[config.mk]
export PLATFORM = sky130hd
export DESIGN_NAME = div_unit_flat
export DESIGN_NICKNAME = d
export VERILOG_FILES = /design/src/rtl/div_pkg.sv /design/src/rtl/div_if.sv /design/src/rtl/add_subtract.sv /design/src/rtl/div_unit.sv /design/src/flat_wrapper.sv
export SDC_FILE = /design/constraint.sdc
export NUM_CORES = 1
export LEC_CHECK = 0
export ABC_AREA = 1
export CORE_AREA = 2 2 162 164
export DETAILED_ROUTE_END_ITERATION = 8
export DIE_AREA = 0 0 164 166
export GPL_TIMING_DRIVEN = 0
export PLACE_DENSITY = 0.83
export SYNTH_ARGS = -nofsm -noshare
export SYNTH_HDL_FRONTEND = slang
export SYNTH_HIERARCHICAL = 1
export SYNTH_SLANG_ARGS = --single-unit
[constraint.sdc]
create_clock -name clk_i -period 3.3 [get_ports clk_i]
set_clock_uncertainty 0.1 [all_clocks]
set_input_delay 0.99 -clock clk_i [delete_from_list [all_inputs] [get_ports clk_i]]
set_output_delay 0.99 -clock clk_i [all_outputs]
set_load 0.02 [all_outputs]
[src/rtl/div_pkg.sv]
// Shared constants and types for the iterative RV32M divider.
// Holds widths, op/state enums and the divide-by-zero quotient.
package div_pkg;

  localparam int unsigned XLEN  = 32;
  localparam int unsigned ITER  = XLEN;
  localparam int unsigned CNT_W = $clog2(ITER);

  localparam logic [XLEN-1:0] DIV_ZERO_Q = '1;

  typedef enum logic [1:0] {
    OP_DIV  = 2'b00,
    OP_DIVU = 2'b01,
    OP_REM  = 2'b10,
    OP_REMU = 2'b11
  } div_op_e;

  typedef enum logic [1:0] {
    IDLE = 2'b00,
    CALC = 2'b01,
    DONE = 2'b10
  } div_state_e;

endpackage

[src/rtl/div_if.sv]
// Control-path bundle of the divider: start/kill/operands in,
// busy/valid/result out. master = control path, slave = divider.
interface div_if;
  import div_pkg::*;

  logic            start_i;
  logic            kill_i;
  div_op_e         op_i;
  logic [XLEN-1:0] a_i;
  logic [XLEN-1:0] b_i;
  logic            busy_o;
  logic            valid_o;
  logic [XLEN-1:0] result_o;

  modport master (
    output start_i, kill_i, op_i, a_i, b_i,
    input  busy_o, valid_o, result_o
  );

  modport slave (
    input  start_i, kill_i, op_i, a_i, b_i,
    output busy_o, valid_o, result_o
  );

endinterface

[src/rtl/add_subtract.sv]
// Shared ALU adder/subtractor: cin_i=1 gives a_i-b_i with
// cout_o as borrow; cin_i=0 gives a_i+b_i with cout_o as carry.
module add_subtract #(
  parameter int unsigned W = 32
) (
  input  logic [W-1:0] a_i,
  input  logic [W-1:0] b_i,
  input  logic         cin_i,
  output logic [W-1:0] sum_o,
  output logic         cout_o
);

  logic [W-1:0] b_eff;
  logic         carry;

  assign b_eff = cin_i ? ~b_i : b_i;
  assign {carry, sum_o} = {1'b0, a_i} + {1'b0, b_eff}
                        + (W+1)'(cin_i);
  // Two's-complement subtract: no carry out means a borrow.
  assign cout_o = cin_i ? ~carry : carry;

endmodule

[src/rtl/div_unit.sv]
// Restoring divider for DIV/DIVU/REM/REMU, one quotient bit per cycle.
// Ports: clk_i, rst_ni (async low), bus (div_if.slave).
// Option: DIV_ZERO_FAST_EN returns divide-by-zero results in 1 cycle.
module div_unit
  import div_pkg::*;
(
  input logic  clk_i,
  input logic  rst_ni,
  div_if.slave bus
);

  div_state_e       state_q, state_d;
  logic [CNT_W-1:0] cnt_q, cnt_d;
  logic [XLEN-1:0]  rem_q, rem_d;
  logic [XLEN-1:0]  dvd_q, dvd_d;
  logic [XLEN-1:0]  dvs_q, dvs_d;
  logic [XLEN-1:0]  res_q, res_d;
  logic             sel_r_q, sel_r_d;
  logic             negq_q, negq_d;
  logic             negr_q, negr_d;
  logic             vld_q, vld_d;

  logic [XLEN-1:0] shifted, diff;
  logic [XLEN-1:0] q_fix, r_fix;
  logic [XLEN-1:0] a_l, b_l;
  logic            msb, borrow, ok;
  logic            b_zero, fix;

  assign shifted = {rem_q[XLEN-2:0], dvd_q[XLEN-1]};
  assign msb     = rem_q[XLEN-1];

  add_subtract #(.W(XLEN)) u_sub (
    .a_i    (shifted),
    .b_i    (dvs_q),
    .cin_i  (1'b1),
    .sum_o  (diff),
    .cout_o (borrow)
  );

  // msb set means the 33-bit partial remainder already exceeds dvs.
  assign ok = msb | ~borrow;

  // b==0 runs unsigned on raw a: quotient all ones, remainder a.
  assign b_zero = (bus.b_i == '0);
  assign fix    = ~bus.op_i[0] & ~b_zero;
  assign a_l    = (fix & bus.a_i[XLEN-1]) ? -bus.a_i : bus.a_i;
  assign b_l    = (fix & bus.b_i[XLEN-1]) ? -bus.b_i : bus.b_i;

  assign q_fix = negq_q ? -dvd_q : dvd_q;
  assign r_fix = negr_q ? -rem_q : rem_q;

  always_comb begin
    state_d = state_q;
    cnt_d   = cnt_q;
    rem_d   = rem_q;
    dvd_d   = dvd_q;
    dvs_d   = dvs_q;
    res_d   = res_q;
    sel_r_d = sel_r_q;
    negq_d  = negq_q;
    negr_d  = negr_q;
    vld_d   = 1'b0;
    if (bus.kill_i) begin
      state_d = IDLE;
    end else begin
      unique case (state_q)
        IDLE: begin
          if (bus.start_i) begin
            sel_r_d = bus.op_i[1];
            negq_d  = fix & (bus.a_i[XLEN-1] ^ bus.b_i[XLEN-1]);
            negr_d  = fix & bus.a_i[XLEN-1];
            rem_d   = '0;
            cnt_d   = '0;
            dvd_d   = a_l;
            dvs_d   = b_l;
            state_d = CALC;
`ifdef DIV_ZERO_FAST_EN
            if (b_zero) begin
              rem_d   = bus.a_i;
              dvd_d   = DIV_ZERO_Q;
              state_d = DONE;
            end
`endif
          end
        end
        CALC: begin
          rem_d = ok ? diff : shifted;
          dvd_d = {dvd_q[XLEN-2:0], ok};
          cnt_d = cnt_q + CNT_W'(1);
          if (cnt_q == CNT_W'(ITER - 1)) begin
            state_d = DONE;
          end
        end
        DONE: begin
          res_d   = sel_r_q ? r_fix : q_fix;
          vld_d   = 1'b1;
          state_d = IDLE;
        end
        default: state_d = IDLE;
      endcase
    end
  end

  always_ff @(posedge clk_i or negedge rst_ni) begin
    if (!rst_ni) begin
      state_q <= IDLE;
      cnt_q   <= '0;
      rem_q   <= '0;
      dvd_q   <= '0;
      dvs_q   <= '0;
      res_q   <= '0;
      sel_r_q <= 1'b0;
      negq_q  <= 1'b0;
      negr_q  <= 1'b0;
      vld_q   <= 1'b0;
    end else begin
      state_q <= state_d;
      cnt_q   <= cnt_d;
      rem_q   <= rem_d;
      dvd_q   <= dvd_d;
      dvs_q   <= dvs_d;
      res_q   <= res_d;
      sel_r_q <= sel_r_d;
      negq_q  <= negq_d;
      negr_q  <= negr_d;
      vld_q   <= vld_d;
    end
  end

  assign bus.busy_o   = (state_q != IDLE);
  assign bus.valid_o  = vld_q;
  assign bus.result_o = res_q;

endmodule

[src/flat_wrapper.sv]
// flat-port wrapper written by rule: the top's interface ports become plain ports
module div_unit_flat import div_pkg::*;
  (clk_i, rst_ni, bus_start_i, bus_kill_i, bus_op_i, bus_a_i, bus_b_i, bus_busy_o, bus_valid_o, bus_result_o);
  div_if bus_i ();
  input logic clk_i;
  input logic rst_ni;
  input wire logic [$bits(bus_i.start_i)-1:0] bus_start_i;
  input wire logic [$bits(bus_i.kill_i)-1:0] bus_kill_i;
  input wire logic [$bits(bus_i.op_i)-1:0] bus_op_i;
  input wire logic [$bits(bus_i.a_i)-1:0] bus_a_i;
  input wire logic [$bits(bus_i.b_i)-1:0] bus_b_i;
  output wire logic [$bits(bus_i.busy_o)-1:0] bus_busy_o;
  output wire logic [$bits(bus_i.valid_o)-1:0] bus_valid_o;
  output wire logic [$bits(bus_i.result_o)-1:0] bus_result_o;
  assign bus_i.start_i = bus_start_i;
  assign bus_i.kill_i = bus_kill_i;
  assign bus_i.op_i = bus_op_i;
  assign bus_i.a_i = bus_a_i;
  assign bus_i.b_i = bus_b_i;
  assign bus_busy_o = bus_i.busy_o;
  assign bus_valid_o = bus_i.valid_o;
  assign bus_result_o = bus_i.result_o;
  div_unit u_core (.clk_i(clk_i), .rst_ni(rst_ni), .bus(bus_i));
endmodule
==> metrics.cfg <==
[timing]
min_period_ns=3.10
fin_hold_ws_ns=0.377
finalHoldViolCount=0
setup_viol=0
post-route-period-util=0.940
slew_headroom=0.435
slew_viol_final=0
tightest_slew_ns=0.843
rsz0062_at_grt=no
fmax_ghz=0.322

[cells_and_area]
fin_nets=2436
stdcell_area_mm2=0.0151
final_layout_size_suffix_gt1_frac=0.0487
antenna_cells_inserted=0
syn2layout_area_growth_pct=15.6
num-fill-cells=2543

[routing]
drtIter0Drc=1549
routed-via-count=14710
routed_wl_mm=43.2
avgRoutedWirePerCell_um=16.2
via_per_inst=5.50
drc=0
antenna_left=0
dr.pass1.iters=6

[synth]
synthDistinctLibCells=46
synth_edf_count=0
yosysWarningCount=6
seq_area_frac_synth=0.267
synth_fp_nets=2314
synth_area_mm2=0.0130
syn-instance-count=2206
yosysTopAreaCell=dfrtp_1
ys_async_sr_fraction=1.00
synthMuxAreaShare=0
synth_ff_type=dfrtp_1
synth_compound_area_frac=0.111
synth-simple-area-share=0.437
synth_seq_cells=139
synth_xor_xnor_area_share=0.0511
synthTopCellsByArea=dfrtp_1, nand2_1, nor2_1
synthAdderAreaFrac=0.0371
synth_top_family_by_area=simple AND/OR/NAND/NOR gates
netlist.area_leader.share=0.267
postSynthAreaPerCell_um2=5.90

[setup_path]
worstPathMaxFanout=10
slowest_stage=dfrtp_2
worstSetupPathType=flop to flop
critical_path.startpoint=u_core/dvd_q[31]
r2r_slack_ns=0.20
endpoint=u_core/rem_q[7]
crit_chain=nand2_1 -> nand2_4 -> inv_1 -> fa_1 -> nand3b_1 -> nand2_1 -> nand3_1 -> nand2_2 -> nand2_1 -> nand2_2 -> nand2_1 -> nand3_1 -> nand2_1 -> nand2_2 -> clkbuf_1 -> o21ai_0 -> o22ai_1
critical_path.most_common_cell=nand2_1
start_kind=flop
end_kind=flop
max_stage_delay_ns=0.44
r2r-start=u_core/dvd_q[31]
cp.required_ns=3.53
r2r_cells=17
arrival_ns=3.34
reg2reg_to=u_core/rem_q[7]

[clocking]
clkTransAtPathRegs_ns=0.06
numCtsBuffers=17
cts_hold_buf=0
clk_latency_ns=0.42
cts_tree=yes
cts_setup_buffers=0
cts.sinks=139
root_buffer=clkbuf_16
max-clock-path-buffers=2
cts-htree-levels=4

[placement]
dpl.hpwl_mm=35.0
routabilityCongestion=0.964
io_buffers=102
placed_area_mm2=0.0145

[grt]
grt_pass1_vias=13479
antenna_found_initial=0
track_usage=0.319
grt-ovfl-total=0
grt_pass1_wl_mm=68.8
grt_max_degree=80

[floorplan]
io_pins=104
design.core.area_mm2=0.0256
die_w_um=164
start_util=0.508
die_h_um=166
die-area_mm2=0.0272
rows=59

[worst_hold_path]
worstHoldStart=u_core/bus.result_o[26]
holdCritPathClass=flop to flop

[power_and_ir_drop]
ir_drop_mv=0.473
p_leak_nw=7.88
power_density_mw_per_mm2=702

[flow_run]
cap_viol_max_count=0

[outcome]
outcome=finished clean

critical path: cells and delay by family (launching register included):
kind,cells,cell delay [ns]
simple gates,12,1.31
fa+ha+maj,1,0.40
compound gates,2,0.36
buf+inv,2,0.40
flops,1,0.44
stage by stage:
stage / util / TNS [ns] / worst slack (ns) / power, mW / instances
2_1_floorplan: - / 0 / 0.701 / 6.83 / 2206
3_5_place_dp: 0.566 / -2.31 / -0.223 / 8.55 / 2644
6_report: 0.588 / 0 / 0.198 / 10.6 / 2676
4_1_cts: 0.587 / 0 / 0.00387 / 10.4 / 2676
5_1_grt: 0.588 / 0 / 0.0371 / 11.5 / 2676
3_3_place_gp: 0.564 / -601.07 / -4.33 / 8.43 / 2643
kinds of logic after synthesis:
kind of cell             Yosys count
AO/OA/AOI/OAI                    265
XOR/XNOR                          76
adder cells (fa/ha/maj)           38
buffers and inverters            312
flip-flops                       139
other                              1
AND/OR/NAND/NOR                 1375
Yosys cell counts, types with 18 or more instances:
| master | number |
|---|---|
| a21oi_1 | 88 |
| clkbuf_1 | 40 |
| dfrtp_1 | 139 |
| nor2_1 | 276 |
| xor2_1 | 72 |
| nand2_1 | 832 |
| o22ai_1 | 30 |
| inv_1 | 232 |
| nand3_1 | 193 |
| nand4_1 | 18 |
| o21ai_1 | 19 |
| o21ai_0 | 101 |
| ha_1 | 37 |
repair_timing:
action                                  4_1_cts  5_1_grt
endpoints found under the setup margin        0       33
endpoints found under the hold margin         0        0
resized for setup                             0       16
layer usage:
layer  global-route usage  part of all wire  up-vias
met5                    0                 0        -
met4                0.100             0.026        0
met3               0.0465             0.084       76
met2                0.494              0.45      649
met1                0.458              0.44     6756
li1                     -                 -     7229
worst min-delay path by stage:
stage | endpoint | slack (ns) | cells after the start
after floorplan | u_core/cnt_q[2] | 0.35 | 1
after global placement | u_core/bus.result_o[30] | 0.36 | 2
after detailed placement | u_core/bus.result_o[26] | 0.37 | 2
after CTS | u_core/cnt_q[2] | 0.38 | 1
after global routing | u_core/bus.result_o[26] | 0.39 | 2
final | u_core/bus.result_o[26] | 0.38 | 2
sequential cells by signal (all words and copies together) (netlist names):
register / count
u_core/sel_r_q: 1
u_core/state_q: 2
u_core/dvs_q: 32
u_core/cnt_q: 5
u_core/bus.result_o: 32
u_core/negr_q: 1
u_core/negq_q: 1
u_core/bus.valid_o: 1
u_core/rem_q: 32
u_core/dvd_q: 32
report_power, final:
group	internal [mW]	total, mW	switching (mW)
Clock	1.04	1.81	0.775
Combinational	2.02	6.07	4.05
Sequential	2.09	2.68	0.589
cell type report:
| class | instances | area (µm²) | share of cell area |
|---|---|---|---|
| Sequential cell | 139 | 3480 | 0.231 |
| Buffer | 68 | 342 | 0.0227 |
| Inverter | 244 | 916 | 0.0608 |
| Multi-Input combinational cell | 1755 | 8300 | 0.551 |
| Clock buffer | 19 | 433 | 0.0288 |
| Timing Repair Buffer | 103 | 1050 | 0.0697 |
| Tap cell | 335 | 419 | 0.0278 |
| Clock inverter | 13 | 120 | 0.00798 |
placed cells by master (no fill, tap or decap), drive strengths merged, types with 13 or more instances in the layout:
cell type,synthesis,layout
nand4,18,18
buf,28,31
nor2,290,290
nand2,851,851
a21oi,90,90
o21ai,120,120
clkbuf,40,58
dfrtp,139,139
nand3,195,195
clkdlybuf4s50,0,101
xor2,72,72
inv,243,245
nor3,13,13
ha,37,37
o22ai,30,30
Power figures use the tool's default switching activity.
